[src/rtl/oversample_tx.sv]
// Transmit oversampler: repeats each accepted AXI-Stream bit OVS_FACTOR times on the output
// stream, with optional idle gap cycles after each symbol.
module oversample_tx #(
    parameter int OVS_FACTOR = 4,
    parameter int GAP_CYCLES = 0
) (
    input  logic clk,
    input  logic rst_n,
    input  logic s_tvalid,
    output logic s_tready,
    input  logic s_tdata,
    input  logic s_tlast,
    output logic m_tvalid,
    input  logic m_tready,
    output logic m_tdata,
    output logic m_tlast,
    output logic busy,
    output logic frame_done
);

    localparam int REP_W = (OVS_FACTOR > 2) ? $clog2(OVS_FACTOR) : 1;
    localparam int GAP_W = (GAP_CYCLES > 2) ? $clog2(GAP_CYCLES) : 1;
    localparam logic [REP_W-1:0] REP_LAST = REP_W'(OVS_FACTOR - 1);
    localparam logic [GAP_W-1:0] GAP_LAST = GAP_W'((GAP_CYCLES > 0) ? GAP_CYCLES - 1 : 0);

    localparam logic [1:0] IDLE = 2'd0;
    localparam logic [1:0] SEND = 2'd1;
    localparam logic [1:0] GAP  = 2'd2;

    logic [1:0]       state;
    logic [REP_W-1:0] rep_cnt;
    logic [GAP_W-1:0] gap_cnt;
    logic             bit_q;
    logic             last_q;
    logic             m_hs;
    logic             sym_end;
    logic             accept;

    assign m_tvalid = (state == SEND);
    assign m_tdata  = m_tvalid & bit_q;
    assign m_tlast  = m_tvalid & last_q & (rep_cnt == REP_LAST);
    assign busy     = (state != IDLE);
    assign m_hs     = m_tvalid & m_tready;
    assign sym_end  = m_hs & (rep_cnt == REP_LAST);

    // Gated by rst_n so nothing is advertised while reset is held.
    assign s_tready = rst_n & ((state == IDLE) | ((GAP_CYCLES == 0) & sym_end));
    assign accept   = s_tvalid & s_tready;

    always_ff @(posedge clk or negedge rst_n) begin
        if (!rst_n) begin
            state      <= IDLE;
            rep_cnt    <= '0;
            gap_cnt    <= '0;
            bit_q      <= 1'b0;
            last_q     <= 1'b0;
            frame_done <= 1'b0;
        end else begin
            frame_done <= m_hs & m_tlast;
            case (state)
                IDLE: begin
                    if (accept) begin
                        bit_q   <= s_tdata;
                        last_q  <= s_tlast;
                        rep_cnt <= '0;
                        state   <= SEND;
                    end
                end
                SEND: begin
                    if (m_hs) begin
                        if (rep_cnt == REP_LAST) begin
                            rep_cnt <= '0;
                            if (GAP_CYCLES > 0) begin
                                state   <= GAP;
                                gap_cnt <= '0;
                            end else if (accept) begin
                                // back-to-back: next symbol starts with no idle cycle
                                bit_q  <= s_tdata;
                                last_q <= s_tlast;
                            end else begin
                                state <= IDLE;
                            end
                        end else begin
                            rep_cnt <= rep_cnt + 1'b1;
                        end
                    end
                end
                GAP: begin
                    if (gap_cnt == GAP_LAST) begin
                        gap_cnt <= '0;
                        state   <= IDLE;
                    end else begin
                        gap_cnt <= gap_cnt + 1'b1;
                    end
                end
                default: state <= IDLE;
            endcase
        end
    end

endmodule

[config.mk]
export PLATFORM = sky130hd
export DESIGN_NAME = oversample_tx
export DESIGN_NICKNAME = d
export VERILOG_FILES = /design/src/rtl/oversample_tx.sv
export SDC_FILE = /design/constraint.sdc
export NUM_CORES = 1
export LEC_CHECK = 0
export ABC_AREA = 1
export BUFFER_PORTS_ARGS = -buffer_cell sky130_fd_sc_hd__buf_2
export CAP_MARGIN = 20
export CORE_AREA = 2 2 39 41
export DETAILED_ROUTE_END_ITERATION = 12
export DIE_AREA = 0 0 41 43
export SYNTH_ARGS = -nofsm -noshare
export SYNTH_HDL_FRONTEND = slang
export SYNTH_SLANG_ARGS = --single-unit
[constraint.sdc]
create_clock -name clk -period 1 [get_ports clk]
set_clock_uncertainty 0.1 [all_clocks]
set_input_delay 0.2 -clock clk [delete_from_list [all_inputs] [get_ports clk]]
set_output_delay 0.2 -clock clk [all_outputs]
set_load 0.03 [all_outputs]
==> metrics list, run 1 <==
- Input and output buffers added on the ports amount to 11.
* Synthesized netlist net count: 40
- Entering global routing, the biggest net connects 8 pins.
- Synthesis inferred 6 register bits.
* Fin worst setup slack: -0.427 ns
- Width of the die: 41 um
- Across the VDD grid, the largest voltage drop is just under 0.7 mV.
- The biggest area contributor in the post-synthesis netlist is dfrtp_1.
- Crit path largest cell delay: roughly 0.39 ns
- Depth of the CTS H-tree: 1
- The initial antenna violation count was 0.
- Crit path cell chain: ha_4 -> nand2_4 -> a21boi_4 -> buf_6
* Element type at the critical path end: output port
- In this run the tightest slew margin relative to its limit is 88.3%.
* Kind of start point of the critical path: flip-flop
* Final Hold Slack: 0.0190 ns
- Switching share of power: 40.9%
* Final sum of negative setup slack: -2.99 ns
- Maximum clock rate: around 0.7 GHz
- Dividing the detail-routed wire length by the instance count gives 11.7 um.
- Leaving out fill and tap cells, the most frequent cell in the layout is buf_4.
- In this design, the largest share of critical-path delay is due to flip-flops.
- Violated checks: setup timing
- Area taken by flip-flops and latches: between 150 and 200 um^2
* Setup repair after global routing missed its margin: yes
- Final setup fails: 12
- The clock network is responsible for between 10% and 20% of the overall power.
* Area growth syn-to-layout: 113%
- Clock latency of the later-clocked register in the worst-skew pair: 0.25 ns
- Via count of the routed design: 332
- Max FO, Critical Path: 2
- Number of antenna-violating nets in the routed design: 0
- Of the post-synthesis cell area, the dominant cell type holds roughly half.
- Pin placement for this block handled 12 I/O pins.
- Detailed placement ended at an HPWL of around 550 um.
- The placed instances occupy a cell area of about 450 um^2.
- Design Power: approximately 1.8 mW
- Clock tree synthesis selected as its root buffer the cell clkbuf_4.
* Starting density of the core: between 20% and 30%
- After detailed routing, the number of remaining DRC violations is 0.
- At the worst endpoint, the required time is 0.70 ns.
- The post-route netlist has between 60% and 70% of its cells at a drive strength greater than 1.
* Area of combinational cells with multiple inputs: between 150 and 200 um^2
* Period utilisation layout: 143%
- In the post-synthesis netlist, the biggest area contributors are dfrtp_1 52%, nand2_1 13%, nand3_1 6.9%.
* Clock slew at reported path FFs: 0.05 ns
- The final hold violation count is 0.
* Inserted Clock Buffers: 3
- Ys Warns: 0
- Height of the die: around 43 um
* Commonest cells after routing, fill and taps aside: 11 x buf_4, 8 x nand2_1, 7 x buf_6, 5 x dfrtp_1, 5 x buf_2
- Counting the fill cells in the layout gives around 130.
- Dividing total power by cell area gives a power density of 2950 nW/um^2.
- Summing every instance area after synthesis gives around 290 um^2.
* First-pass iteration count of the detailed router: 4
* Layout Cell Area excl Fill: roughly 620 um^2
- Post-synthesis sequential area ratio: roughly 52%
- Slowest-stage cell, CP: dfrtp_1
- Clock tree from TritonCTS: built
- Psw: around 0.74 mW
- The share of total power dissipated in sequential elements is around 25%.
* Area enclosed by the die boundary: roughly 1800 um^2
* Total routed wirelength: ~900 um
- The floorplan has 14 rows.
* Sinks on Clock Net: 6
- The average instance in the mapped netlist occupies 8.76 um^2.
* Global-route wire length before repair: 1.34 mm
* Result of the run: finished with violations
* Cell leakage power: between 0.3 and 0.4 nW
* Number of instances in the synthesized netlist: 33
- Global routing used ~12% of the available tracks across all layers.
- Final count of pins violating max slew: 0
- The via count of the first global-routing pass came to about 330.
- After the first detailed-routing iteration, the DRC count stood at 5.
* Number of inserted diodes: 0
- Data on the critical path arrives at its endpoint at between 1 and 1.5 ns.
* Combinational Power Share: 61.6%
- The number of different library cells used by synthesis comes to 13.
- At the end of the flow, the number of nets in the layout was 69.
- Min-delay worst type: primary input to asynchronous set/reset pin
- Crit Path Category: flip-flop to output port
- GR Overflow Total: 0
- Using the TritonRoute via totals, the vias-per-cell ratio works out to 4.31.
* Max-cap check violation count: 0
* GP Congestion: between 0.6 and 0.7
- The floorplan step defined a core boundary enclosing roughly 1400 um^2.
- Counting I/O delays and the setup requirement, the final critical path takes around 1.4 ns.
- Maximum clock path buffer count: 2
* Crit path buf inv count: 1
- Cell internal power dissipation: 1.07 mW
- Actual transition at the worst max-transition pin: around 0.17 ns
cells by family (layout without fill, tap and decap cells):
group / Yosys count / after routing / share of synthesized area (%)
AND/OR/NAND/NOR: 20 / 20 / 32.9
flip-flops: 6 / 6 / 51.9
buffers and inverters: 4 / 32 / 6.49
AO/OA/AOI/OAI: 2 / 2 / 4.33
adder cells (fa/ha/maj): 1 / 1 / 4.33
worst reg2reg max path, cell delays in order, from the launching register on:
cell and delay [ns]:
dfrtp_1 0.39, ha_4 0.17, nand2_4 0.06, buf_4 0.13, buf_6 0.12, nand2_8 0.08, nand3_4 0.07, nand2_1 0.06
nand2_1 0.06
synthesized netlist by cell type:
master / instances
inv_1: 3
nand4_1: 2
a21boi_0: 1
o21ai_0: 1
buf_4: 1
nor2_1: 1
nand3_2: 1
dfrtp_1: 6
nor3_1: 1
nand2_2: 1
nand2_1: 10
ha_1: 1
nand3_1: 4
state kept, by name (all words and copies together) (netlist names):
| signal | flops |
|---|---|
| state | 1 |
| last_q | 1 |
| bit_q | 1 |
| rep_cnt | 2 |
| frame_done | 1 |
power by group through the flow:
stage / combinational, mW / sequential (mW) / clock, mW
3_3_place_gp: 0.723 / 0.442 / 0
5_1_grt: 1.20 / 0.472 / 0.278
2_1_floorplan: 0.414 / 0.480 / 0
6_report: 1.12 / 0.459 / 0.239
4_1_cts: 0.918 / 0.455 / 0.251
3_5_place_dp: 0.733 / 0.450 / 0
routing by layer:
metal  global-route usage, %  routed length [um]  vias to the layer above
met1                    11.4                 298                      150
li1                        -                   -                      166
met3                    2.09                  37                        2
met4                    12.0                  22                        0
met2                    19.7                 543                       14
met5                       0                   0                        -
final timing paths:
| check | from | to | slack, ns | cells past startpoint |
|---|---|---|---|---|
| min reg2reg | last_q | last_q | 0.37 | 2 |
| max reg2reg | rep_cnt[0] | bit_q | -0.35 | 8 |
| min in group clk | s_tlast | last_q | 0.11 | 3 |
| max | rep_cnt[0] | s_tready | -0.43 | 4 |
| max in group asynchronous | rst_n | rep_cnt[1] | 0.66 | 3 |
| min | rst_n | state[0] | 0.02 | 3 |
through the flow:
step	utilization, %	worst slack (ns)	std cells
2_1_floorplan	-	-0.156	33
3_3_place_gp	32.6	-0.235	66
3_5_place_dp	32.6	-0.255	66
4_1_cts	40.0	-0.420	74
5_1_grt	44.5	-0.482	77
6_report	44.5	-0.427	77
cell type report:
type | count | area share [%]
clock buffer | 4 | 4.27
inverter | 3 | 1.83
multi-input combinational | 23 | 30.5
sequential | 6 | 24.6
tap | 16 | 3.25
timing repair buffer | 25 | 35.6
what timing repair did:
action	4_1_cts	5_1_grt
hold buffers	1	0
gates cloned	0	0
endpoints found under the setup margin	12	12
setup buffers	3	3
resized for setup	11	11
pin swaps	4	1
endpoints found under the hold margin	6	0
No activity file was read; power rests on OpenSTA's default activity.
==> inputs of run 2 (changes only) <==
--- a/config.mk
+++ b/config.mk
@@ -11,6 +11,7 @@
 export CORE_AREA = 2 2 39 41
 export DETAILED_ROUTE_END_ITERATION = 12
 export DIE_AREA = 0 0 41 43
+export REMOVE_ABC_BUFFERS = 1
 export SYNTH_ARGS = -nofsm -noshare
 export SYNTH_HDL_FRONTEND = slang
 export SYNTH_SLANG_ARGS = --single-unit
==> run 2 against run 1 <==
Effect of this change: the run still ends with setup timing left; die area unchanged; non-clock buffer count shrank 3; total power shrank 16%; cell area fell by 15%; via count fell by 3.6%; critical endpoint unchanged.
==> metrics list, run 2 (synthesis gave the netlist of run 1 again) <==
- Commonest cells after routing, fill and taps aside: 13 x buf_4, 8 x nand2_1, 5 x dfrtp_1, 5 x buf_2
* Setup repair after global routing missed its margin: yes
- Worst vdd ir: 0.811 mV (+17%)
- Worst path required time: 0.70 ns (about the same)
- Crit Path Category: flip-flop to output port
* Final count of pins violating max slew: 0 (unchanged)
- The max-cap check violation count is 0 (unchanged).
- The number of clock sinks was 6 (unchanged).
- The filler cell count came to 155 (+20%).
- Average routed wire per standard cell: 10.1 um (-14%)
- Number of inserted diodes: 0 (unchanged)
- GR Overflow Total: 0 (unchanged)
- Core occupancy in the finished layout: 38.0% (-6.5 points)
- The vertical extent of the die came to 43 um (unchanged).
- The share of power burned in the clock network is 14.2% (+1.0 points).
- Relative slew slack: 86.8% (-1.6 points)
- Area growth syn-to-layout: 81.8%
- The clock insertion delay at the later pin of the skew report came to 0.24 ns (about the same).
- The area of all placed cells without fillers was 526 um^2 (-15%).
- Clock slew at reported path FFs: 0.04 ns (about the same)
* Number of DRC violations after detailed routing: 0 (unchanged)
- Maximum number of pins on one net before global-route repair: 6 (-2)
- Starting density of the core: 20.9% (unchanged)
- The HPWL reported at the end of detailed placement came to 490 um (-11%).
* Overall Global Routing Usage: 10.6% (-1.5 points)
- Cell leakage power: 0.272 nW (-14%)
- Psw: 0.618 mW (-17%)
- The final net count was 66 (-4.3%).
- Leaving out fill and tap cells, the most frequent cell in the layout is buf_4.
- Minimum clock period after layout: 1.42 ns (-0.0113 ns)
- Max reg flops: 2 (unchanged)
- Iter 0 DRT Violations: 3 (-2)
- The number of buffers inserted during clock tree synthesis was 3 (unchanged).
- The signal on the critical path passes through ha_2 -> nand2_2 -> a21boi_2 -> buf_6.
- The final period utilization was 142% (-1.1 points).
- Final setup fails: 12 (unchanged)
- The site row count came to 14 (unchanged).
- The post-detailed-route via-to-cell ratio was 4.38 (+1.7%).
- The part of the power in combinational logic came to 57.9% (-3.7 points).
* Width of the die: 41 um (unchanged)
- First-pass iteration count of the detailed router: 3 (-1)
- The area of the core is 1380 um^2 (unchanged).
* Actual transition at the worst max-transition pin: 0.198 ns (+0.0229 ns)
* Area enclosed by the die boundary: 1760 um^2 (unchanged)
- The sequential share of power came to 28.0% (+2.7 points).
- The slack of the critical path came to -0.415 ns (+0.0113 ns).
- Max FO, Critical Path: 2 (unchanged)
- The maximum clock frequency was 0.707 GHz (+0.80%).
- Result of the run: finished with violations
- The I/O pin count is 12 (unchanged).
- Cell area reported after detailed placement: 409 um^2 (-9.4%)
- Element type at the critical path end: output port
* IO buf count: 11 (unchanged)
* Endpoints failing hold: 0 (unchanged)
- Maximum clock path buffer count: 2 (unchanged)
- The residual antenna-violating net count after detailed routing came to 0 (unchanged).
- The total wire length after detailed routing came to 734 um (-19%).
* Total power divided by cell area: 2910 nW/um^2 (-1.5%)
- Crit path buf inv count: 1 (unchanged)
- The via count of the first global-routing pass was 308 (-6.9%).
- Switching share of power: 40.5% (-0.38 points)
* Global-route wire length before repair: 1.21 mm (-9.3%)
- The delay of the slowest critical-path stage is 0.35 ns (-0.04 ns).
- Clock tree synthesis selected as its root buffer the cell clkbuf_4.
- Clock tree from TritonCTS: built
- GP Congestion: 0.620 (-5.4%)
* Cell internal power dissipation: 0.909 mW (-15%)
- For this design, the slowest cell found on the critical path is dfrtp_1.
* Delay-heaviest family, CP: flip-flops
- Violated checks: setup timing
- The endpoint arrival time on the critical path is 1.12 ns (about the same).
* Register with the most flip-flops: rep_cnt
- Depth of the CTS H-tree: 1 (unchanged)
- The tightest min-delay check is of the primary input to flip-flop type.
- The total number of vias was 320 (-3.6%).
- STA classifies the critical path startpoint as a flip-flop.
* Fraction of layout instances using a drive strength above 1: 57.9% (-2.8 points)
- The initial antenna violation count was 0 (unchanged).
## run 2: repair_timing
item                                    in CTS  in global routing
pin swaps                                    4                  3
hold buffers                                 1                  0
setup buffers                                3                  2
endpoints found under the setup margin      12                 12
gates resized for setup                     14                  6
endpoints found under the hold margin        6                  0
## run 2: final timing paths
| path | cells past startpoint | startpoint | slack [ns] | endpoint |
|---|---|---|---|---|
| hold / removal | 3 | s_tlast | 0.12 | last_q |
| setup reg to reg | 7 | rep_cnt[0] | -0.20 | last_q |
| min in group asynchronous | 3 | rst_n | 0.39 | rep_cnt[0] |
| hold reg to reg | 2 | last_q | 0.37 | last_q |
| setup / recovery | 4 | rep_cnt[0] | -0.42 | s_tready |
| max in group asynchronous | 4 | rst_n | 0.11 | state[0] |
## run 2: worst reg2reg max path: stages, from the launching register on
cell	delay, ns
dfrtp_1	0.35
ha_2	0.19
nand2_2	0.06
buf_4	0.15
nand2_4	0.08
nand3_4	0.07
nand2_1	0.06
nand2_1	0.04
## run 2: per-stage QoR
stage                     TNS, ns  hold WS (ns)  std cells  setup slack [ns]  power (mW)
after floorplan             -3.53        -0.196         32            -0.773       0.795
after global placement      -1.07        0.0128         66            -0.197        1.06
after detailed placement    -1.29        0.0147         66            -0.220        1.07
after CTS                   -2.79         0.107         72            -0.420        1.44
after global routing        -3.21         0.131         73            -0.493        1.66
final                       -2.48         0.118         73            -0.415        1.53
## run 2: final cells by class
| cell class | instances | area [um^2] | share of cell area [%] |
|---|---|---|---|
| Timing Repair Buffer | 22 | 166 | 31.7 |
| Inverter | 3 | 11.3 | 2.14 |
| Clock buffer | 3 | 22.5 | 4.29 |
| Tap cell | 16 | 20.0 | 3.81 |
| Multi-Input combinational cell | 23 | 154 | 29.3 |
| Sequential cell | 6 | 151 | 28.8 |
## run 2: layer usage
layer / track usage [%] / routed length, um / vias to the layer above
met5: 0 / 0 / -
met4: 6.00 / 0 / 0
met3: 6.81 / 48 / 0
met2: 15.9 / 392 / 10
met1: 10.4 / 294 / 151
li1: - / - / 159
## run 2: power groups by stage
stage / Combinational, mW / Clock [mW] / Sequential [mW]
after floorplan: 0.291 / 0 / 0.504
after global placement: 0.649 / 0 / 0.413
after detailed placement: 0.655 / 0 / 0.418
after CTS: 0.800 / 0.228 / 0.417
after global routing: 0.980 / 0.240 / 0.441
final: 0.884 / 0.216 / 0.427
